**config.mk**
```make
export PLATFORM = sky130hd
export DESIGN_NAME = tilelink_ul_requester
export DESIGN_NICKNAME = d
export VERILOG_FILES = /design/src/rtl/tilelink_ul_requester.sv
export SDC_FILE = /design/constraint.sdc
export NUM_CORES = 1
export LEC_CHECK = 0
export BUFFER_PORTS_ARGS = -buffer_cell sky130_fd_sc_hd__buf_4
export CAP_MARGIN = 20
export CORE_ASPECT_RATIO = 2
export CORE_MARGIN = 3
export CORE_UTILIZATION = 36
export CTS_CLUSTER_SIZE = 40
export DETAILED_ROUTE_END_ITERATION = 8
export PLACE_DENSITY = 0.8
export RECOVER_POWER = 25
export SLEW_MARGIN = 20
export SYNTH_ARGS = -nofsm -noshare
export SYNTH_HDL_FRONTEND = slang
export SYNTH_SLANG_ARGS = --single-unit
```
**constraint.sdc**
```tcl
create_clock -name clock -period 4.78 [get_ports clock]
set_input_delay 0.478 -clock clock [delete_from_list [all_inputs] [get_ports clock]]
set_output_delay 0.478 -clock clock [all_outputs]
set_load 0.1 [all_outputs]
```
**src/rtl/tilelink_ul_requester.sv**
```systemverilog
// TileLink-UL single-outstanding requester: turns one Get/Put command into an A beat,
// then forwards the D beats as responses, with timeout and illegal-command abort.
module tilelink_ul_requester #(
    parameter int TIMEOUT = 255
) (
    input  logic        clock,
    input  logic        reset_n,
    input  logic        cmd_valid,
    output logic        cmd_ready,
    input  logic        cmd_write,
    input  logic [31:0] cmd_addr,
    input  logic [3:0]  cmd_size,
    input  logic [31:0] cmd_data,
    input  logic [3:0]  cmd_mask,
    output logic        channel_a_valid,
    input  logic        channel_a_ready,
    output logic [2:0]  channel_a_bits_opcode,
    output logic [2:0]  channel_a_bits_param,
    output logic [3:0]  channel_a_bits_size,
    output logic        channel_a_bits_source,
    output logic [31:0] channel_a_bits_address,
    output logic [3:0]  channel_a_bits_mask,
    output logic [31:0] channel_a_bits_data,
    input  logic        channel_d_valid,
    output logic        channel_d_ready,
    input  logic [2:0]  channel_d_bits_opcode,
    input  logic [1:0]  channel_d_bits_param,
    input  logic [3:0]  channel_d_bits_size,
    input  logic        channel_d_bits_source,
    input  logic        channel_d_bits_sink,
    input  logic [31:0] channel_d_bits_data,
    input  logic        channel_d_bits_error,
    output logic        rsp_valid,
    input  logic        rsp_ready,
    output logic [31:0] rsp_data,
    output logic        rsp_last,
    output logic        rsp_error,
    output logic        busy
);

    localparam int TW = ($clog2(TIMEOUT + 1) > 8) ? $clog2(TIMEOUT + 1) : 8;

    typedef enum logic [1:0] {IDLE, REQ, RESP, ABORT} state_e;

    state_e        state_q;
    logic [2:0]    beat_q;
    logic [TW-1:0] tmo_q;
    logic          write_q;
    logic [31:0]   addr_q;
    logic [3:0]    size_q;
    logic [31:0]   data_q;
    logic [3:0]    mask_q;

    function automatic logic [3:0] get_mask(input logic [1:0] a, input logic [3:0] s);
        if (s >= 4'd2)      return 4'hF;
        else if (s == 4'd1) return a[1] ? 4'hC : 4'h3;
        else                return 4'h1 << a;
    endfunction

    // Lane-0 aligned byte pattern of a full transfer of the given size.
    function automatic logic [3:0] full_mask(input logic [3:0] s);
        if (s == 4'd0)      return 4'h1;
        else if (s == 4'd1) return 4'h3;
        else                return 4'hF;
    endfunction

    function automatic logic [2:0] last_idx(input logic wr, input logic [3:0] s);
        if (wr)             return 3'd0;
        else if (s == 4'd3) return 3'd1;
        else if (s == 4'd4) return 3'd3;
        else                return 3'd0;
    endfunction

    logic in_idle, in_req, in_resp, in_abort;
    logic illegal, cmd_fire, d_fire, is_last, tmo_hit, exp_d_op;

    assign in_idle  = (state_q == IDLE);
    assign in_req   = (state_q == REQ);
    assign in_resp  = (state_q == RESP);
    assign in_abort = (state_q == ABORT);

    assign illegal  = (cmd_write && (cmd_size > 4'd2)) || (cmd_size > 4'd4);
    assign cmd_fire = in_idle && cmd_valid;
    assign d_fire   = in_resp && channel_d_valid && rsp_ready;
    assign is_last  = (beat_q == last_idx(write_q, size_q));
    assign tmo_hit  = (tmo_q == TW'(TIMEOUT - 1));
    assign exp_d_op = ~write_q;

    always_ff @(posedge clock or negedge reset_n) begin
        if (!reset_n) begin
            state_q <= IDLE;
            beat_q  <= 3'd0;
            tmo_q   <= '0;
        end else begin
            unique case (state_q)
                IDLE: if (cmd_valid) state_q <= illegal ? ABORT : REQ;
                REQ: begin
                    if (channel_a_ready) begin
                        state_q <= RESP;
                        beat_q  <= 3'd0;
                        tmo_q   <= '0;
                    end
                end
                RESP: begin
                    if (d_fire) begin
                        tmo_q <= '0;
                        if (is_last) state_q <= IDLE;
                        else         beat_q  <= beat_q + 3'd1;
                    end else if (tmo_hit) begin
                        state_q <= ABORT;
                    end else begin
                        tmo_q <= tmo_q + TW'(1);
                    end
                end
                ABORT: if (rsp_ready) state_q <= IDLE;
                default: state_q <= IDLE;
            endcase
        end
    end

    // Command fields carry no reset; they are only meaningful after a handshake.
    always_ff @(posedge clock) begin
        if (cmd_fire) begin
            write_q <= cmd_write;
            addr_q  <= cmd_addr;
            size_q  <= cmd_size;
            data_q  <= cmd_data;
            mask_q  <= cmd_mask;
        end
    end

    assign cmd_ready = in_idle;
    assign busy      = !in_idle;

    assign channel_a_valid        = in_req;
    assign channel_a_bits_opcode  = !in_req ? 3'd0 :
                                    !write_q ? 3'd4 :
                                    (mask_q == full_mask(size_q)) ? 3'd0 : 3'd1;
    assign channel_a_bits_param   = 3'd0;
    assign channel_a_bits_source  = 1'b0;
    assign channel_a_bits_size    = in_req ? size_q : 4'd0;
    assign channel_a_bits_address = in_req ? addr_q : 32'd0;
    assign channel_a_bits_mask    = !in_req ? 4'd0 : write_q ? mask_q : get_mask(addr_q[1:0], size_q);
    assign channel_a_bits_data    = (in_req && write_q) ? data_q : 32'd0;

    assign channel_d_ready = in_resp && rsp_ready;
    assign rsp_valid       = in_resp ? channel_d_valid : in_abort;
    assign rsp_data        = in_resp ? channel_d_bits_data : 32'd0;
    assign rsp_last        = in_resp ? is_last : in_abort;
    assign rsp_error       = in_resp ? (channel_d_bits_error ||
                                        (channel_d_bits_opcode != {2'b00, exp_d_op}) ||
                                        channel_d_bits_source)
                                     : in_abort;

    logic unused_d;
    assign unused_d = ^{channel_d_bits_param, channel_d_bits_size, channel_d_bits_sink};

endmodule

```
**Word level (Yosys, flattened, before mapping)**

Cells that the tools add are included.

- $add $sub $neg: 2
- Magnitude comparators: 3
- Eq/ne operators: 18
- Shift operators: 1
- Muxes and demuxes: 36
- Bitwise gates (word level): 1
- Reductions and logical operators: 16

Operators by type and width:

| cell | number |
|---|---|
| $mux 32 | 3 |
| $mux 4 | 8 |
| $mux 8 | 3 |
| $mux 2 | 9 |
| $mux 3 | 6 |
| $pmux 8 s2 | 1 |
| $add 8x1->8 const B | 1 |
| $eq 8x8->1 const B | 1 |
| $ne 2x2->1 const B | 4 |
| $pmux 2 s4 | 1 |
| $logic_and 1x1->1 | 6 |
| $pmux 3 s2 | 1 |
| $reduce_and 5->1 | 1 |
| $eq 2x2->1 const B | 2 |
| $eq 4x1->1 const B | 1 |
| $eq 4x2->1 const B | 1 |
| $eq 4x3->1 const B | 1 |
| $eq 4x4->1 | 1 |
| $ge 4x2->1 const B | 1 |
| $gt 4x2->1 const B | 1 |
| $gt 4x3->1 const B | 1 |
| $logic_not 4->1 | 1 |
| $mux 1 | 4 |
| $reduce_and 4->1 | 1 |
| 15 further kinds | 17 |

- Register bits: 86
- Bits of input ports: 123
- Output and inout bits: 118
- Word-level logic and storage cells: 85

**Longest topological paths before layout**

Gate-level depths: netlist of the first run.

- Word-level depth: 8
- Depth in mapped cells: 8
- Depth with buffers taken out: 7

**Least setup slack after synthesis of the first run**

No wires, ideal clock.

- Kind: reg2reg
- From: reg state_q[0]
- To: reg addr_q[0] (enable)
- Library setup time: 0.507 ns
- Arrival time: 5.318 ns
- Required time: 4.273 ns
- Setup slack: -1.045 ns
- Cell stages (with the launch flop): 5
- Path buffers: 0
- Clock period less this slack: 5.825 ns
- Path through: dfrtp_1 inv_1 ha_1 inv_1 nor2_1

- Word-level cells in the longest chain between the ends: 2

RTL lines:

| element | RTL line | text |
|---|---|---|
| start: declaration | 45 | `state_e state_q;` |
| start signal: assignment | 96 | `IDLE: if (cmd_valid) state_q <= illegal ? ABORT : REQ;` |
| $logic_not 2->1 | 77 | `assign in_idle = (state_q == IDLE);` |
| via cmd_ready | 9 | `output logic cmd_ready,` |
| $logic_and 1x1->1 | 83 | `assign cmd_fire = in_idle && cmd_valid;` |
| via cmd_fire | 75 | `logic illegal, cmd_fire, d_fire, is_last, tmo_hit, exp_d_op;` |
| end signal: assignment | 125 | `addr_q <= cmd_addr;` |
| end: declaration | 49 | `logic [31:0] addr_q;` |

The timed path passes the listed nets, and every way through them passes these cells.
A chain may end at the register's enable or synchronous reset.

**Worst setup path in the final report of the first run**

- From: reg write_q
- To: out rsp_last

- Word-level cells in the longest chain between the ends: 3

RTL lines:

| element | RTL line | text |
|---|---|---|
| start: declaration | 48 | `logic write_q;` |
| start signal: assignment | 124 | `write_q <= cmd_write;` |
| $mux 3 | 68 | `if (wr) return 3'd0;` |
| $eq 3x3->1 | 85 | `assign is_last = (beat_q == last_idx(write_q, size_q));` |
| $mux 1 | 149 | `assign rsp_last = in_resp ? is_last : in_abort;` |
| end: declaration | 36 | `output logic rsp_last,` |

Every way passes these cells.

==> results of run 1 <==
layer usage:
metal,vias up,GRT usage (%),routed length [um]
met5,-,0,0
met2,164,31.9,6440
met3,23,6.74,1030
met1,1643,17.8,3780
met4,0,8.06,326
li1,1664,-,-
synth_stat cells, types with 2 or more instances:
| cell type | count |
|---|---|
| sky130_fd_sc_hd__and3_1 | 32 |
| sky130_fd_sc_hd__and2_1 | 70 |
| sky130_fd_sc_hd__nand3b_1 | 2 |
| sky130_fd_sc_hd__clkbuf_1 | 18 |
| sky130_fd_sc_hd__a31oi_1 | 2 |
| sky130_fd_sc_hd__inv_1 | 9 |
| sky130_fd_sc_hd__nor2b_1 | 2 |
| sky130_fd_sc_hd__o21ai_0 | 13 |
| sky130_fd_sc_hd__edfxtp_1 | 73 |
| sky130_fd_sc_hd__nand3_1 | 7 |
| sky130_fd_sc_hd__nand2b_1 | 5 |
| sky130_fd_sc_hd__o41ai_1 | 2 |
| sky130_fd_sc_hd__ha_1 | 7 |
| sky130_fd_sc_hd__buf_4 | 6 |
| sky130_fd_sc_hd__xor2_1 | 2 |
| sky130_fd_sc_hd__dfrtp_1 | 13 |
| sky130_fd_sc_hd__nand2_1 | 22 |
| sky130_fd_sc_hd__o31ai_1 | 4 |
| sky130_fd_sc_hd__a21oi_1 | 16 |
| sky130_fd_sc_hd__a41oi_1 | 2 |
| sky130_fd_sc_hd__nand4_1 | 5 |
| sky130_fd_sc_hd__nor2_1 | 12 |
registers in the layout, indices dropped and copies added, names as in the netlist:
| signal | flops |
|---|---|
| addr_q | 32 |
| data_q | 32 |
| tmo_q | 8 |
| mask_q | 4 |
| size_q | 4 |
| beat_q | 3 |
| state_q | 2 |
| write_q | 1 |
area by class of cell:
type	instances	area, sq um
Sequential cell	86	2520
Clock inverter	6	46.3
Inverter	9	33.8
Clock buffer	10	229
Timing Repair Buffer	232	1740
Fill cell	910	4770
Tap cell	140	175
Multi-Input combinational cell	228	1440
what timing repair did:
item,4_1_cts,5_1_grt
hold endpoints to repair,13,0
endpoints found under the setup margin,0,0
hold buffers,1,0
resized for setup,0,0
stage by stage:
stage	util, %	std cells
global route	56.4	711
floorplan	-	347
detailed placement	53.8	694
global placement	53.8	694
finish	56.4	711
CTS	56.4	711
kinds of logic after synthesis:
group / Yosys count / share of synthesized area (%)
AO/OA/AOI/OAI: 49 / 8.28
XOR/XNOR: 2 / 0.431
adder cells (fa/ha/maj): 7 / 2.15
buffers and inverters: 33 / 3.60
flip-flops: 86 / 61.9
multiplexers: 1 / 0.246
other: 1 / 0.0922
AND/OR/NAND/NOR: 164 / 23.3
cell usage in the layout (no fill, tap or decap), types with 2 or more instances in the layout:
master / instances
sky130_fd_sc_hd__o41ai_1: 2
sky130_fd_sc_hd__o21ai_0: 13
sky130_fd_sc_hd__nand3b_1: 2
sky130_fd_sc_hd__clkinvlp_4: 2
sky130_fd_sc_hd__nand3_1: 7
sky130_fd_sc_hd__a21oi_1: 16
sky130_fd_sc_hd__clkbuf_16: 9
sky130_fd_sc_hd__xor2_1: 2
sky130_fd_sc_hd__clkbuf_4: 69
sky130_fd_sc_hd__a41oi_1: 2
sky130_fd_sc_hd__nand2_1: 22
sky130_fd_sc_hd__inv_1: 9
sky130_fd_sc_hd__clkbuf_1: 3
sky130_fd_sc_hd__nand4_1: 5
sky130_fd_sc_hd__o31ai_1: 4
sky130_fd_sc_hd__edfxtp_1: 73
sky130_fd_sc_hd__conb_1: 5
sky130_fd_sc_hd__nor2b_1: 2
sky130_fd_sc_hd__nor2_1: 11
sky130_fd_sc_hd__inv_6: 2
sky130_fd_sc_hd__and3_1: 32
sky130_fd_sc_hd__nand2b_1: 5
sky130_fd_sc_hd__dfrtp_1: 13
sky130_fd_sc_hd__buf_4: 160
sky130_fd_sc_hd__ha_1: 6
sky130_fd_sc_hd__a31oi_1: 2
sky130_fd_sc_hd__and2_1: 70
worst paths after layout:
check | from | to | cells after the start
max | write_q$_DFFE_PP_ | rsp_last | 6
min | cmd_addr[12] | addr_q[12]$_DFFE_PP_ | 1
max reg2reg | state_q[0]$_DFFE_PN0P_ | state_q[1]$_DFFE_PN0P_ | 7
min reg2reg | tmo_q[4]$_DFFE_PN0P_ | tmo_q[4]$_DFFE_PN0P_ | 1
max in group asynchronous | reset_n | tmo_q[7]$_DFFE_PN0P_ | 2
min in group asynchronous | reset_n | tmo_q[3]$_DFFE_PN0P_ | 2
==> out/qor_table.md, run 1 <==
| Result | Value |
|---|---|
| Share of the synthesized area in the top cell type | 53.9% |
| Count of port buffers added during placement | 228 |
| Hold Path Class | input port to register |
| Total number of clock tree sinks | 86 |
| Via count of the routed design | 3494 |
| Total wirelength of the detailed-routed design | 11.6 mm |
| Register-to-register setup slack | 1990 ps |
| Number of synthesized flops with an enable pin | 73 |
| Final-layout setup total negative slack | 0 ps |
| Total Nets Final | 696 |
| Core area | 0.0109 sq mm |
| Share of synthesized flip-flops with an asynchronous set or reset | 15.1% |
| Slowest CP cell | sky130_fd_sc_hd__a2111oi_2 |
| Final critical-path share of the clock period | 65.9% |
| Path type of the worst setup path | register to output port |
| Total routing resource utilization after global routing | 17.8% |
| Largest cells by area after synthesis | sky130_fd_sc_hd__edfxtp_1, sky130_fd_sc_hd__and2_1, sky130_fd_sc_hd__dfrtp_1, sky130_fd_sc_hd__and3_1, sky130_fd_sc_hd__ha_1 |
| DR pass1 iterations | 4 |
| Initial core utilization | 37.1% |
| Residual overflow from global routing | 0 |
| Dpl hpwl | 9.04 mm |
| Average vias per placed instance | 4.91 |
| Y dimension of the die | 156 um |
| Number of buffers added for setup after CTS | 0 |
| CTS tree | done |
| Number of antenna violations at the first check in global routing | 0 |
| Area post-placement | 0.00589 sq mm |
| First DRT Iteration DRCs | 183 |
| Number of H-tree branching levels | 3 |
| Count of mapped cells out of synthesis | 343 |
| Clock latency on the worst-skew pair | 330 ps |
| Pin count of the biggest net entering global routing | 78 |
| Post-Route Skew | 6.23 ps |
| Highest net fanout along the worst path | 8 |
| Area of the die | 0.0127 sq mm |
| Max frequency | 318 MHz |
| First-pass GRT wire length | 17.4 mm |
| Maximum clock insertion buffer count | 2 |
| CP startpoint kind | register |
| Period minus WS final | 3150 ps |
| Top Family by Delay on Critical Path | compound AO/OA/AOI/OAI gates |
| Outcome | finished, final reports clean |
| Routed len/inst | 16.3 um |
| Number of synthesized register bits | 86 |
| Biggest area consumer among synthesized cells | sky130_fd_sc_hd__edfxtp_1 |
| Worst path max stage delay | 840 ps |
| Library cells used by synthesis | 41 |
| Placement row count | 54 |
| Final-report setup violation count | 0 |
| Worst-path clk slew | 70 ps |
| Top-level port count | 241 |
| Minimum setup slack in the final design | 1630 ps |
| Top_reg_cell synth | sky130_fd_sc_hd__edfxtp_1 |
| Setup repair after global routing missed its margin | false |
| RePlAce Congestion | 0.754 |
| Area Overhead vs Synth | 51.9% |
| Data required time of the worst path | 4300 ps |
| Final cell area excluding filler cells | 0.00617 sq mm |
| Hold Violations, Final | 0 |
| Arrival time at the worst endpoint | 2670 ps |
| Placement Setup Slack | 1950 ps |
| Inserted Clock Buffers | 9 |
| Least-Margin Pin Slew | 911 ps |
| Final Slew Violations | 0 |
| Worst-case headroom to the max-slew limit | 39.2% |
| Sequential cell area fraction in the yosys report | 61.9% |
| Fin Hold WS | 344 ps |
| Routed Antenna Nets | 0 |
| Share of post-route cells with drive strength above 1 | 43.8% |
| Via count of the first global-routing pass | 3604 |
| CP bufs+invs | 1 |
| Max-cap violations | 0 |
| Synthesis warning total | 0 |
| Floorplan die width | 81.1 um |
| Root Driver | sky130_fd_sc_hd__clkbuf_16 |
| CP cell instances | nor2_1, nand4_1, a2111oi_2, nand2_1, o21ai_0, buf_4 |
| Crit end category | output port |
| Residual DRC | 0 |
| Average instance area after synthesis | 11.9 sq um |
| Syn Std Cell Area | 0.00407 sq mm |
| Antenna diodes | 0 |
Power of run 1 is left out: the tool's default activity adds up to more than one toggle a clock period on the data nets, which glitch-free logic cannot reach.
==> run 2: changes to the inputs <==
clock period = 3.1 ns   (was 4.78 ns; I/O delays follow)
==> run 2 against run 1 <==
Wire length grew 3.1%. Highest routed layer unchanged. Final cell count grew 0.56%. Sequential cell count is the same. Via count grew 0.57%. Clock-buffer cell count shrank 1. Critical path depth shrank 1. Sequential share of layout area shrank 0.82 points.
==> out/qor_table.md, run 2 (synthesis results as in run 1) <==
| Result | Value | Change |
|---|---|---|
| Inserted Clock Buffers | 9 | unchanged |
| Final-report setup violation count | 0 | unchanged |
| Startpoint of the most critical register-to-register path | state_q[1]$_DFFE_PN0P_ |  |
| Y dimension of the die | 156 um | unchanged |
| Placement Setup Slack | 658 ps | -1300 ps |
| Area of the die | 0.0127 sq mm | unchanged |
| Largest registers in the final layout | addr_q (32), data_q (32), tmo_q (8) |  |
| CP startpoint kind | register |  |
| Max frequency | 364 MHz |  |
| Number of antenna violations at the first check in global routing | 0 | unchanged |
| Routed Antenna Nets | 0 | unchanged |
| DR pass1 iterations | 4 | unchanged |
| Clock latency on the worst-skew pair | 330 ps | about the same |
| Total number of clock tree sinks | 86 | unchanged |
| Area Overhead vs Synth | 55.0% |  |
| RePlAce Congestion | 0.787 | +4.5% |
| Placement row count | 54 | unchanged |
| Most frequent standard cell in the layout excluding fill and tap cells | sky130_fd_sc_hd__buf_4 |  |
| Pin count of the biggest net entering global routing | 54 | -31% |
| Final critical-path share of the clock period | 88.6% |  |
| Worst setup path endpoint | channel_a_bits_data[28] |  |
| Period minus WS final | 2750 ps |  |
| Average vias per placed instance | 4.91 | about the same |
| Outcome | finished, final reports clean |  |
| Count of port buffers added during placement | 228 | unchanged |
| Total routing resource utilization after global routing | 18.8% | +1.0 points |
| Antenna diodes | 0 | unchanged |
| Fin Hold WS | 172 ps | -172 ps |
| Post-cts resize count | 0 | unchanged |
| Highest net fanout along the worst path | 53 | +45 |
| Routed len/inst | 16.7 um | +2.5% |
| Crit end category | output port |  |
| Residual DRC | 0 | unchanged |
| Floorplan die width | 81.1 um | unchanged |
| Arrival time at the worst endpoint | 2440 ps | -230 ps |
| Path type of the worst setup path | register to output port |  |
| Total Nets Final | 700 | +0.57% |
| Hold Path Class | input port to register |  |
| Least-Margin Pin Slew | 813 ps | -98.5 ps |
| Worst r2r dst | beat_q[0]$_DFFE_PN0P_ |  |
| Number of H-tree branching levels | 3 | unchanged |
| Share of post-route cells with drive strength above 1 | 45.4% | +1.6 points |
| Residual overflow from global routing | 0 | unchanged |
| Worst-case headroom to the max-slew limit | 45.8% | +6.6 points |
| Maximum clock insertion buffer count | 2 | unchanged |
| Worst-path clk slew | 70 ps | about the same |
| Data required time of the worst path | 2790 ps | -1510 ps |
| Core area | 0.0109 sq mm | unchanged |
| Initial core utilization | 37.1% | unchanged |
| Total wirelength of the detailed-routed design | 11.9 mm | +3.1% |
| Root Driver | sky130_fd_sc_hd__clkbuf_16 |  |
| Launch point of the critical path | state_q[1]$_DFFE_PN0P_ |  |
| Minimum setup slack in the final design | 353 ps | -1280 ps |
| Hold Violations, Final | 0 | unchanged |
| Register-to-register setup slack | 840 ps | -1150 ps |
| Final Core Density | 57.6% | +1.2 points |
| Via count of the routed design | 3514 | +0.57% |
| Depth of the worst hold-timing path | 1 | unchanged |
| Top-level port count | 241 | unchanged |
| Final Slew Violations | 0 | unchanged |
| First-pass GRT wire length | 18.1 mm | +4.1% |
| Commonest non-fill, non-tap cells in the layout | sky130_fd_sc_hd__buf_4, sky130_fd_sc_hd__edfxtp_1, sky130_fd_sc_hd__and2_1, sky130_fd_sc_hd__clkbuf_4, sky130_fd_sc_hd__and3_1 |  |
| Via count of the first global-routing pass | 3665 | +1.7% |
| Setup repair after global routing missed its margin | false |  |
| Fill count | 915 | +0.55% |
| Max-cap violations | 0 | unchanged |
| Post-Route Skew | 7.57 ps | +1.35 ps |
| First DRT Iteration DRCs | 236 | +29% |
| CTS tree | done |  |
| Dpl hpwl | 9.36 mm | +3.5% |
| Depth of the most critical reg-to-reg path | 7 | unchanged |
-- run 2: changes by cell type in the layout (fill, tap and decap cells not counted), sizes merged --
cell / previous run / this run
buf: 160 / 164
bufinv: 0 / 2
clkbuf: 81 / 80
clkinv: 2 / 1
clkinvlp: 2 / 1
inv: 11 / 12
-- run 2: layout make-up --
cell class,count,area (sq um),share of cell area (%)
clock inverter,7,114,1.81
multi-input combinational,228,1470,23.3
clock buffer,9,225,3.57
sequential,86,2520,40.0
tap,140,175,2.78
timing repair buffer,236,1760,28.0
inverter,9,37.5,0.596
-- run 2: worst min-delay path by stage --
stage | end | slack, ps | start
detailed placement | state_q[1]$_DFFE_PN0P_ | 170 | reset_n
floorplan | beat_q[0]$_DFFE_PN0P_ | 10 | reset_n
CTS | addr_q[20]$_DFFE_PP_ | 140 | cmd_addr[20]
finish | addr_q[4]$_DFFE_PP_ | 170 | cmd_addr[4]
global route | addr_q[24]$_DFFE_PP_ | 160 | cmd_addr[24]
global placement | state_q[1]$_DFFE_PN0P_ | 160 | reset_n
-- run 2: worst max-delay path: stages (launching register included) --
cell	delay [ps]
sky130_fd_sc_hd__dfrtp_1	400
sky130_fd_sc_hd__inv_1	110
sky130_fd_sc_hd__ha_2	730
sky130_fd_sc_hd__buf_4	350
sky130_fd_sc_hd__and3_1	210
sky130_fd_sc_hd__buf_4	300
-- run 2: stage by stage --
stage | setup TNS, ps | cells | instance area, sq um
finish | 0 | 715 | 6300
global route | 0 | 715 | 6300
CTS | 0 | 715 | 6310
detailed placement | 0 | 698 | 5960
global placement | 0 | 698 | 5960
floorplan | -22040 | 347 | 4130
-- run 2: repair_timing --
| action | 4_1_cts | 5_1_grt |
|---|---|---|
| hold buffers | 1 | 0 |
| setup buffers | 0 | 0 |
| endpoints found under the hold margin | 13 | 0 |
-- run 2: routing by layer --
metal  vias to the layer above  routed length (um)  track usage, %
li1                       1671                   -               -
met3                        28                 935            4.49
met2                       165                6730            34.6
met4                         0                 384            8.14
met5                         -                   0               0
met1                      1650                3900            19.9
Power of run 2 is left out for the same reason.
